## config.mk

```make
export PLATFORM = sky130hd
export DESIGN_NAME = rice_stream_decoder
export DESIGN_NICKNAME = d
export VERILOG_FILES = /design/src/rtl/rice_stream_decoder.sv
export SDC_FILE = /design/constraint.sdc
export NUM_CORES = 1
export LEC_CHECK = 0
export BUFFER_PORTS_ARGS = -buffer_cell sky130_fd_sc_hd__buf_2
export CORE_AREA = 2 2 120 122
export CTS_BUF_LIST = sky130_fd_sc_hd__clkbuf_16
export DETAILED_ROUTE_END_ITERATION = 16
export DIE_AREA = 0 0 122 124
export PLACE_DENSITY = 0.68
export SYNTH_ARGS = -nofsm -noshare
export SYNTH_HDL_FRONTEND = slang
export SYNTH_SLANG_ARGS = --single-unit
```

## constraint.sdc

```tcl
create_clock -name clk -period 6.17 [get_ports clk]
set_clock_uncertainty 0.2 [all_clocks]
set_input_delay 1.234 -clock clk [delete_from_list [all_inputs] [get_ports clk]]
set_output_delay 1.234 -clock clk [all_outputs]
set_load 0.1 [all_outputs]
```

## src/rtl/rice_stream_decoder.sv

```systemverilog
// Streaming Rice (Golomb power-of-two) decoder: unpacks MSB-first compressed words
// into symbols (q << k) | r through a 2*IN_W bit buffer.
module rice_stream_decoder #(
  parameter int IN_W  = 16,
  parameter int SYM_W = 16,
  parameter int KW    = 5,
  parameter int MAXQ  = 32
) (
  input  logic             clk,
  input  logic             reset,
  input  logic             start,
  input  logic             stop,
  input  logic [KW-1:0]    k,
  input  logic [IN_W-1:0]  in_data,
  input  logic             in_valid,
  output logic             in_ready,
  output logic [SYM_W-1:0] sym_data,
  output logic             sym_valid,
  input  logic             sym_ready,
  output logic             busy,
  output logic             err,
  output logic [15:0]      sym_count
);

  localparam int BUF_W  = 2 * IN_W;
  localparam int FILL_W = $clog2(BUF_W + 1);
  localparam int Q_W    = $clog2(MAXQ + 2);
  localparam logic [FILL_W-1:0] IN_W_F = FILL_W'(IN_W);
  localparam logic [Q_W-1:0]    MAXQ_Q = Q_W'(MAXQ);

  typedef enum logic [2:0] {
    S_IDLE  = 3'd0,
    S_UNARY = 3'd1,
    S_REM   = 3'd2,
    S_OUT   = 3'd3,
    S_ERR   = 3'd4
  } state_t;

  state_t            state_q, state_d;
  logic [BUF_W-1:0]  buf_q, buf_d;
  logic [FILL_W-1:0] fill_q, fill_d;
  logic [Q_W-1:0]    q_q, q_d;
  logic [SYM_W-1:0]  r_q, r_d;
  logic [KW-1:0]     k_q, k_d;
  logic [KW-1:0]     rcnt_q, rcnt_d;
  logic [SYM_W-1:0]  sym_q, sym_d;
  logic [15:0]       cnt_q, cnt_d;
  logic              stop_pend_q, stop_pend_d;
  logic              err_q, err_d;

  logic              consume;
  logic              discard;
  logic              accept;
  logic              have_bit;
  logic              head_bit;
  logic              fill_ok;
  logic [SYM_W-1:0]  r_shift;
  logic [SYM_W-1:0]  q_ext;
  logic [BUF_W-1:0]  shifted;
  logic [BUF_W-1:0]  incoming;
  logic [FILL_W-1:0] fill_c;

  assign have_bit = (fill_q != '0);
  assign head_bit = buf_q[BUF_W-1];
  assign fill_ok  = (fill_q <= IN_W_F);
  assign accept   = in_valid & in_ready;
  assign r_shift  = {r_q[SYM_W-2:0], head_bit};
  assign q_ext    = SYM_W'(q_q);

  // Bit buffer: valid bits are kept MSB-aligned, new words land just below them.
  always_comb begin
    shifted  = consume ? {buf_q[BUF_W-2:0], 1'b0} : buf_q;
    fill_c   = fill_q - FILL_W'(consume);
    incoming = {in_data, {IN_W{1'b0}}} >> fill_c;
    buf_d    = shifted;
    fill_d   = fill_c;
    if (discard) begin
      buf_d  = '0;
      fill_d = '0;
    end else if (accept) begin
      buf_d  = shifted | incoming;
      fill_d = fill_c + IN_W_F;
    end else begin
      buf_d  = shifted;
      fill_d = fill_c;
    end
  end

  // State register and datapath registers.
  always_ff @(posedge clk) begin
    if (reset) begin
      state_q     <= S_IDLE;
      buf_q       <= '0;
      fill_q      <= '0;
      q_q         <= '0;
      r_q         <= '0;
      k_q         <= '0;
      rcnt_q      <= '0;
      sym_q       <= '0;
      cnt_q       <= 16'd0;
      stop_pend_q <= 1'b0;
      err_q       <= 1'b0;
    end else begin
      state_q     <= state_d;
      buf_q       <= buf_d;
      fill_q      <= fill_d;
      q_q         <= q_d;
      r_q         <= r_d;
      k_q         <= k_d;
      rcnt_q      <= rcnt_d;
      sym_q       <= sym_d;
      cnt_q       <= cnt_d;
      stop_pend_q <= stop_pend_d;
      err_q       <= err_d;
    end
  end

  // Next-state and decode datapath.
  always_comb begin
    state_d     = state_q;
    q_d         = q_q;
    r_d         = r_q;
    k_d         = k_q;
    rcnt_d      = rcnt_q;
    sym_d       = sym_q;
    cnt_d       = cnt_q;
    stop_pend_d = stop_pend_q;
    err_d       = err_q;
    consume     = 1'b0;
    discard     = 1'b0;
    if (state_q != S_IDLE && stop) begin
      stop_pend_d = 1'b1;
    end else begin
      stop_pend_d = stop_pend_q;
    end
    case (state_q)
      S_IDLE: begin
        if (start) begin
          k_d         = k;
          q_d         = '0;
          r_d         = '0;
          rcnt_d      = '0;
          cnt_d       = 16'd0;
          stop_pend_d = 1'b0;
          if (32'(k) >= 32'(SYM_W)) begin
            state_d = S_ERR;
            err_d   = 1'b1;
          end else begin
            state_d = S_UNARY;
          end
        end else begin
          state_d = S_IDLE;
        end
      end
      S_UNARY: begin
        if (have_bit) begin
          consume = 1'b1;
          if (!head_bit) begin
            // A zero beyond MAXQ means a corrupt or misaligned stream.
            if (q_q == MAXQ_Q) begin
              state_d = S_ERR;
              err_d   = 1'b1;
            end else begin
              q_d = q_q + Q_W'(1);
            end
          end else if (k_q == '0) begin
            state_d = S_OUT;
            sym_d   = q_ext;
          end else begin
            state_d = S_REM;
            rcnt_d  = '0;
          end
        end else begin
          state_d = S_UNARY;
        end
      end
      S_REM: begin
        if (have_bit) begin
          consume = 1'b1;
          r_d     = r_shift;
          if (rcnt_q == k_q - KW'(1)) begin
            state_d = S_OUT;
            sym_d   = (q_ext << k_q) | r_shift;
          end else begin
            rcnt_d = rcnt_q + KW'(1);
          end
        end else begin
          state_d = S_REM;
        end
      end
      S_OUT: begin
        if (sym_ready) begin
          cnt_d = cnt_q + 16'd1;
          q_d   = '0;
          r_d   = '0;
          if (stop_pend_q || stop) begin
            state_d     = S_IDLE;
            discard     = 1'b1;
            stop_pend_d = 1'b0;
          end else begin
            state_d = S_UNARY;
          end
        end else begin
          state_d = S_OUT;
        end
      end
      S_ERR: begin
        state_d = S_ERR;
        err_d   = 1'b1;
      end
      default: begin
        state_d = S_ERR;
        err_d   = 1'b1;
      end
    endcase
  end

  // Handshake and status outputs decoded from the current state.
  always_comb begin
    in_ready  = 1'b0;
    sym_valid = 1'b0;
    busy      = 1'b1;
    case (state_q)
      S_IDLE: begin
        busy = 1'b0;
      end
      S_UNARY, S_REM: begin
        in_ready = fill_ok;
      end
      S_OUT: begin
        in_ready  = fill_ok;
        sym_valid = 1'b1;
      end
      S_ERR: begin
        in_ready = 1'b0;
      end
      default: begin
        in_ready = 1'b0;
      end
    endcase
  end

  assign sym_data  = sym_q;
  assign sym_count = cnt_q;
  assign err       = err_q;

endmodule

```

# Yosys cells after proc, flatten, opt, wreduce, memory -nomap -nowiden

Index checks and enable logic that the tools add are counted.

Input bits: 27
Bits in registers: 106

Equal/unequal tests: 20
Order comparisons: 2
Bitwise logic cells: 4
Add/subtract/negate cells: 6
Shifts and indexed selects: 2
Muxes and demuxes: 58
Reduce and logical (&&, ||, !) cells: 23

Operators with widths:

| kind                                                                   | number |
|---|---|
| 16-bit 2-to-1 mux                                                      | 7 |
| 32-bit 2-to-1 mux                                                      | 2 |
| 16-bit case mux with 2 select lines                                    | 2 |
| 15-bit case mux with 3 select lines                                    | 1 |
| 6-bit 2-to-1 mux                                                       | 6 |
| 32-bit OR                                                              | 1 |
| 32-bit by 6-bit >> shifter with 32-bit output                          | 1 |
| 15-bit 2-to-1 mux                                                      | 2 |
| 5-bit 2-to-1 mux                                                       | 6 |
| 2-bit != test (second input constant)                                  | 13 |
| 3-bit 2-to-1 mux                                                       | 8 |
| 1-bit 2-to-1 mux                                                       | 19 |
| 6-bit case mux with 3 select lines                                     | 1 |
| 6-bit AND reduction                                                    | 3 |
| 16-bit by 1-bit adder with 16-bit output (second input constant)       | 1 |
| 16-bit OR                                                              | 1 |
| 6-bit by 5-bit << shifter with 16-bit output                           | 1 |
| 5-bit case mux with 3 select lines                                     | 1 |
| 3-bit case mux with 4 select lines                                     | 1 |
| 3-bit nonzero test                                                     | 4 |
| 7-bit AND reduction                                                    | 1 |
| 6-bit by 1-bit adder with 6-bit output (second input constant)         | 1 |
| 6-bit by 5-bit adder with 6-bit output (second input constant)         | 1 |
| 3-bit by 2-bit equality test with 1-bit output (second input constant) | 2 |
| 25 further kinds                                                       | 29 |

# Longest topological paths before layout

Depth after elaboration: 7
Mapped depth: 12
Depth with buffers taken out: 9

# Worst setup path before layout

Ideal clock, no wire load.

Kind: reg-to-output
From: register fill_q[0]
To: output in_ready
Arrival time: 2.261 ns
Path slack: 2.475 ns
Stages on the path, launching flop included: 4
Path buffers: 1
Path through: dfxtp_1 or4_1 clkbuf_1 a2111oi_4

Longest elaborated chain between the ends: 2

Ends and longest elaborated chain:

| what                                           | RTL line | text |
|---|---|---|
| from (decl)                                    | 41       | `logic [FILL_W-1:0] fill_q, fill_d;` |
| from (signal assigned)                         | 106      | `fill_q <= fill_d;` |
| 6-bit by 5-bit <= comparator with 1-bit output | 65       | `assign fill_ok = (fill_q <= IN_W_F);` |
| 1-bit 2-to-1 mux                               | 223      | `case (state_q)` |
| to (decl)                                      | 16       | `output logic in_ready,` |

No other way between the ends.

# Final worst setup path

Same ends and word-level chain as after synthesis.

==> impl_metrics.yaml <==
synthesis:
  postSynth.topFlopCell: "sky130_fd_sc_hd__dfxtp_1"
  synth-async-reset-ratio_pct: 0
  synth.cell_area_mm2: 0.006825
  synth-edff-count: 0
  synth.ff_latch_count: 106
  synthCells: 911
  yosysWarningCount: 0
  syn_area_per_cell_um2: 7.492
  synth_fp_nets: 943
  synth_sequential_area_ratio_pct: 31.09
  synth_cell_type_count: 72
drt:
  route.antenna.remaining_nets: 0
  drc: 0
  route.detailed.vias_per_inst: 6.398
  drt_wl_total_um: 20770
  detail_route.iter0.violations: 872
  via_count: 7115
  firstDrtPassIters: 5
  post_drt_wl_per_cell_um: 18.68
cells_and_area:
  fill_cells: 1356
  num-nets-final: 959
  drive_above_1_share_pct: 12.34
  areaGrowthSynthToFinish_pct: 9.698
  num_antenna_cells: 0
timing:
  worstMarginPinSlew_ps: 1066
  timing.final.max_slew_violations: 0
  hold_violations: 0
  post-route-period-util_pct: 68.32
  min_period_ps: 4215
  totalNegativeSetupSlack_ps: 0
  worst_slew_margin_rel_pct: 28.73
  unrepaired_setup_endpoints_after_global_routing: "false"
  timing.fmax_mhz: 237.2
  finalSetupViolations: 0
global_routing:
  grt-ovfl-total: 0
  total_grt_usage_pct: 27.78
  wire_length_of_the_first_global_routing_pass_um: 33240
  grt_max_degree: 56
  grt_antenna_before_repair: 0
  via_count_of_the_first_global_routing_pass: 6425
floorplan:
  die_width_um: 122
  start_util_pct: 49.75
  core_area_mm2: 0.01372
  row_count: 43
  floorplan.io_pins: 63
  fp.dieH_um: 124
  floorplan.die_area_mm2: 0.01513
clock_network:
  cts_buffer_depth: 2
  clk_latency_ps: 360
  cts_tree: "yes"
  htreeDepth: 3
  cell_at_the_root_of_the_clock_tree: "sky130_fd_sc_hd__clkbuf_16"
  cts_post_setup_buffers_inserted: 0
  cts_resized: 0
  cts_hold_buf: 0
  tritoncts_buffer_count: 9
  path_clk_slew_ps: 70
  tritoncts_num_sinks: 106
power:
  worst_ir_drop_vdd_uv: 207.9
  total_power_mw: 1.714
  p_leak_nw: 2.723
  powerDensity_mw_per_mm2: 228.9
worst_setup_path:
  setup.worst_path.start_class: "flop"
  rrSetupSlack_ps: 2230
  worst-endpoint-arrival_ps: 2780
  worst_setup_path_category: "flop to output pin"
  critical_path_required_ps: 4740
  end_kind: "output pin"
  critical_path_peak_fanout: 30
placed_design:
  detailed_place_hpwl_um: 14420
  io_buffers: 62
  gpl.final_weighted_congestion: 0.9995
job:
  cap_viol_max_count: 0
min_path:
  hold_class: "flop to flop"
run_status:
  run_status: "complete, no violations"
[synth_stat cells (10+ instances only)]
library cell / count / area [µm²]
sky130_fd_sc_hd__a21oi_1: 72 / 360.4
sky130_fd_sc_hd__clkbuf_1: 51 / 191.4
sky130_fd_sc_hd__and3_1: 10 / 62.56
sky130_fd_sc_hd__a211oi_1: 15 / 112.6
sky130_fd_sc_hd__nand2_1: 111 / 416.7
sky130_fd_sc_hd__xor2_1: 11 / 96.34
sky130_fd_sc_hd__nor2b_1: 11 / 68.82
sky130_fd_sc_hd__a22oi_1: 21 / 157.7
sky130_fd_sc_hd__mux2i_1: 40 / 400.4
sky130_fd_sc_hd__buf_2: 10 / 50.05
sky130_fd_sc_hd__dfxtp_1: 106 / 2122
sky130_fd_sc_hd__o21ai_0: 59 / 295.3
sky130_fd_sc_hd__nand4_1: 12 / 75.07
sky130_fd_sc_hd__nand3_1: 35 / 175.2
sky130_fd_sc_hd__o31ai_1: 10 / 75.07
sky130_fd_sc_hd__a31oi_1: 18 / 112.6
sky130_fd_sc_hd__or3_1: 18 / 112.6
sky130_fd_sc_hd__nor3_1: 21 / 105.1
sky130_fd_sc_hd__inv_1: 24 / 90.09
sky130_fd_sc_hd__nor2_1: 97 / 364.1
[report_power, final]
part | leakage (nW) | switching, mW | internal (mW)
registers | 0.856 | 0.0251 | 0.700
clock network | 0.155 | 0.288 | 0.324
logic | 1.71 | 0.267 | 0.110
total | 2.72 | 0.580 | 1.13
[registers in the layout (all words and copies together), names as in the netlist, 3 cells and up]
register / cells
q_q: 6
sym_data: 16
rcnt_q: 5
r_q: 15
buf_q: 32
k_q: 5
fill_q: 6
sym_count: 16
state_q: 3
[layer usage]
layer	global-route usage, %	vias up	part of all wire [%]
met2	44.24	378	45
met5	0	-	0
met4	15.16	0	5.3
li1	-	3375	-
met3	5.495	87	7.8
met1	35.41	3275	42
[final timing paths]
kind / startpoint / to / depth (start not counted)
setup / recovery: fill_q[0] / in_ready / 3
hold / removal: err / err / 2
setup reg to reg: fill_q[0] / buf_q[10] / 7
hold reg to reg: err / err / 2
[cells in the final DEF, fill, tap and decap left out, types with 10 or more instances in the layout]
master / netlist / routed
sky130_fd_sc_hd__o21ai_0: 59 / 59
sky130_fd_sc_hd__nor2_1: 97 / 97
sky130_fd_sc_hd__a22oi_1: 21 / 21
sky130_fd_sc_hd__a31oi_1: 18 / 18
sky130_fd_sc_hd__buf_2: 10 / 62
sky130_fd_sc_hd__dfxtp_1: 106 / 106
sky130_fd_sc_hd__nor3_1: 21 / 21
sky130_fd_sc_hd__a21oi_1: 72 / 72
sky130_fd_sc_hd__inv_1: 24 / 24
sky130_fd_sc_hd__nand2_1: 111 / 111
sky130_fd_sc_hd__a211oi_1: 15 / 15
sky130_fd_sc_hd__nor2b_1: 11 / 11
sky130_fd_sc_hd__nand4_1: 12 / 12
sky130_fd_sc_hd__mux2i_1: 40 / 40
sky130_fd_sc_hd__nand3_1: 35 / 35
sky130_fd_sc_hd__buf_4: 0 / 11
sky130_fd_sc_hd__o31ai_1: 10 / 10
sky130_fd_sc_hd__and3_1: 10 / 10
sky130_fd_sc_hd__or3_1: 18 / 18
sky130_fd_sc_hd__xor2_1: 11 / 11
[through the flow]
step	instance area (µm²)	util (%)	std cells	setup WS (ps)	hold WS [ps]
6_report	7487	54.57	1112	1955	247.8
5_1_grt	7487	54.57	1112	1782	268.1
4_1_cts	7487	54.57	1112	1929	249.1
3_5_place_dp	7173	52.28	1096	2319	237.0
3_3_place_gp	7173	52.28	1096	2341	232.9
2_1_floorplan	6825	-	911	2475	231.6
[critical path: stages (launching register included)]
cell                        delay [ps]
sky130_fd_sc_hd__dfxtp_1           610
sky130_fd_sc_hd__or4_1             820
sky130_fd_sc_hd__a2111oi_4         490
sky130_fd_sc_hd__buf_2             500
[cells by family after synthesis]
| group | synth area share (%) |
|---|---|
| adder cells (fa/ha/maj) | 0.9166 |
| multiplexers | 8.011 |
| flip-flops | 31.09 |
| AO/OA/AOI/OAI | 28.47 |
| AND/OR/NAND/NOR | 23.43 |
| XOR/XNOR | 2.805 |
| buffers and inverters | 5.280 |
[layout make-up]
type                    count  area [µm²]  area share [%]
well taps                 180       225.2           3.008
inverters                  24       90.09           1.203
clock buffers               9       225.2           3.008
repair buffers             73       392.9           5.247
clock inverters             7       88.84           1.186
multi-input cells         713        4343           58.00
flip-flops and latches    106        2122           28.34
Note: power is estimated with default switching activity, not from simulation.
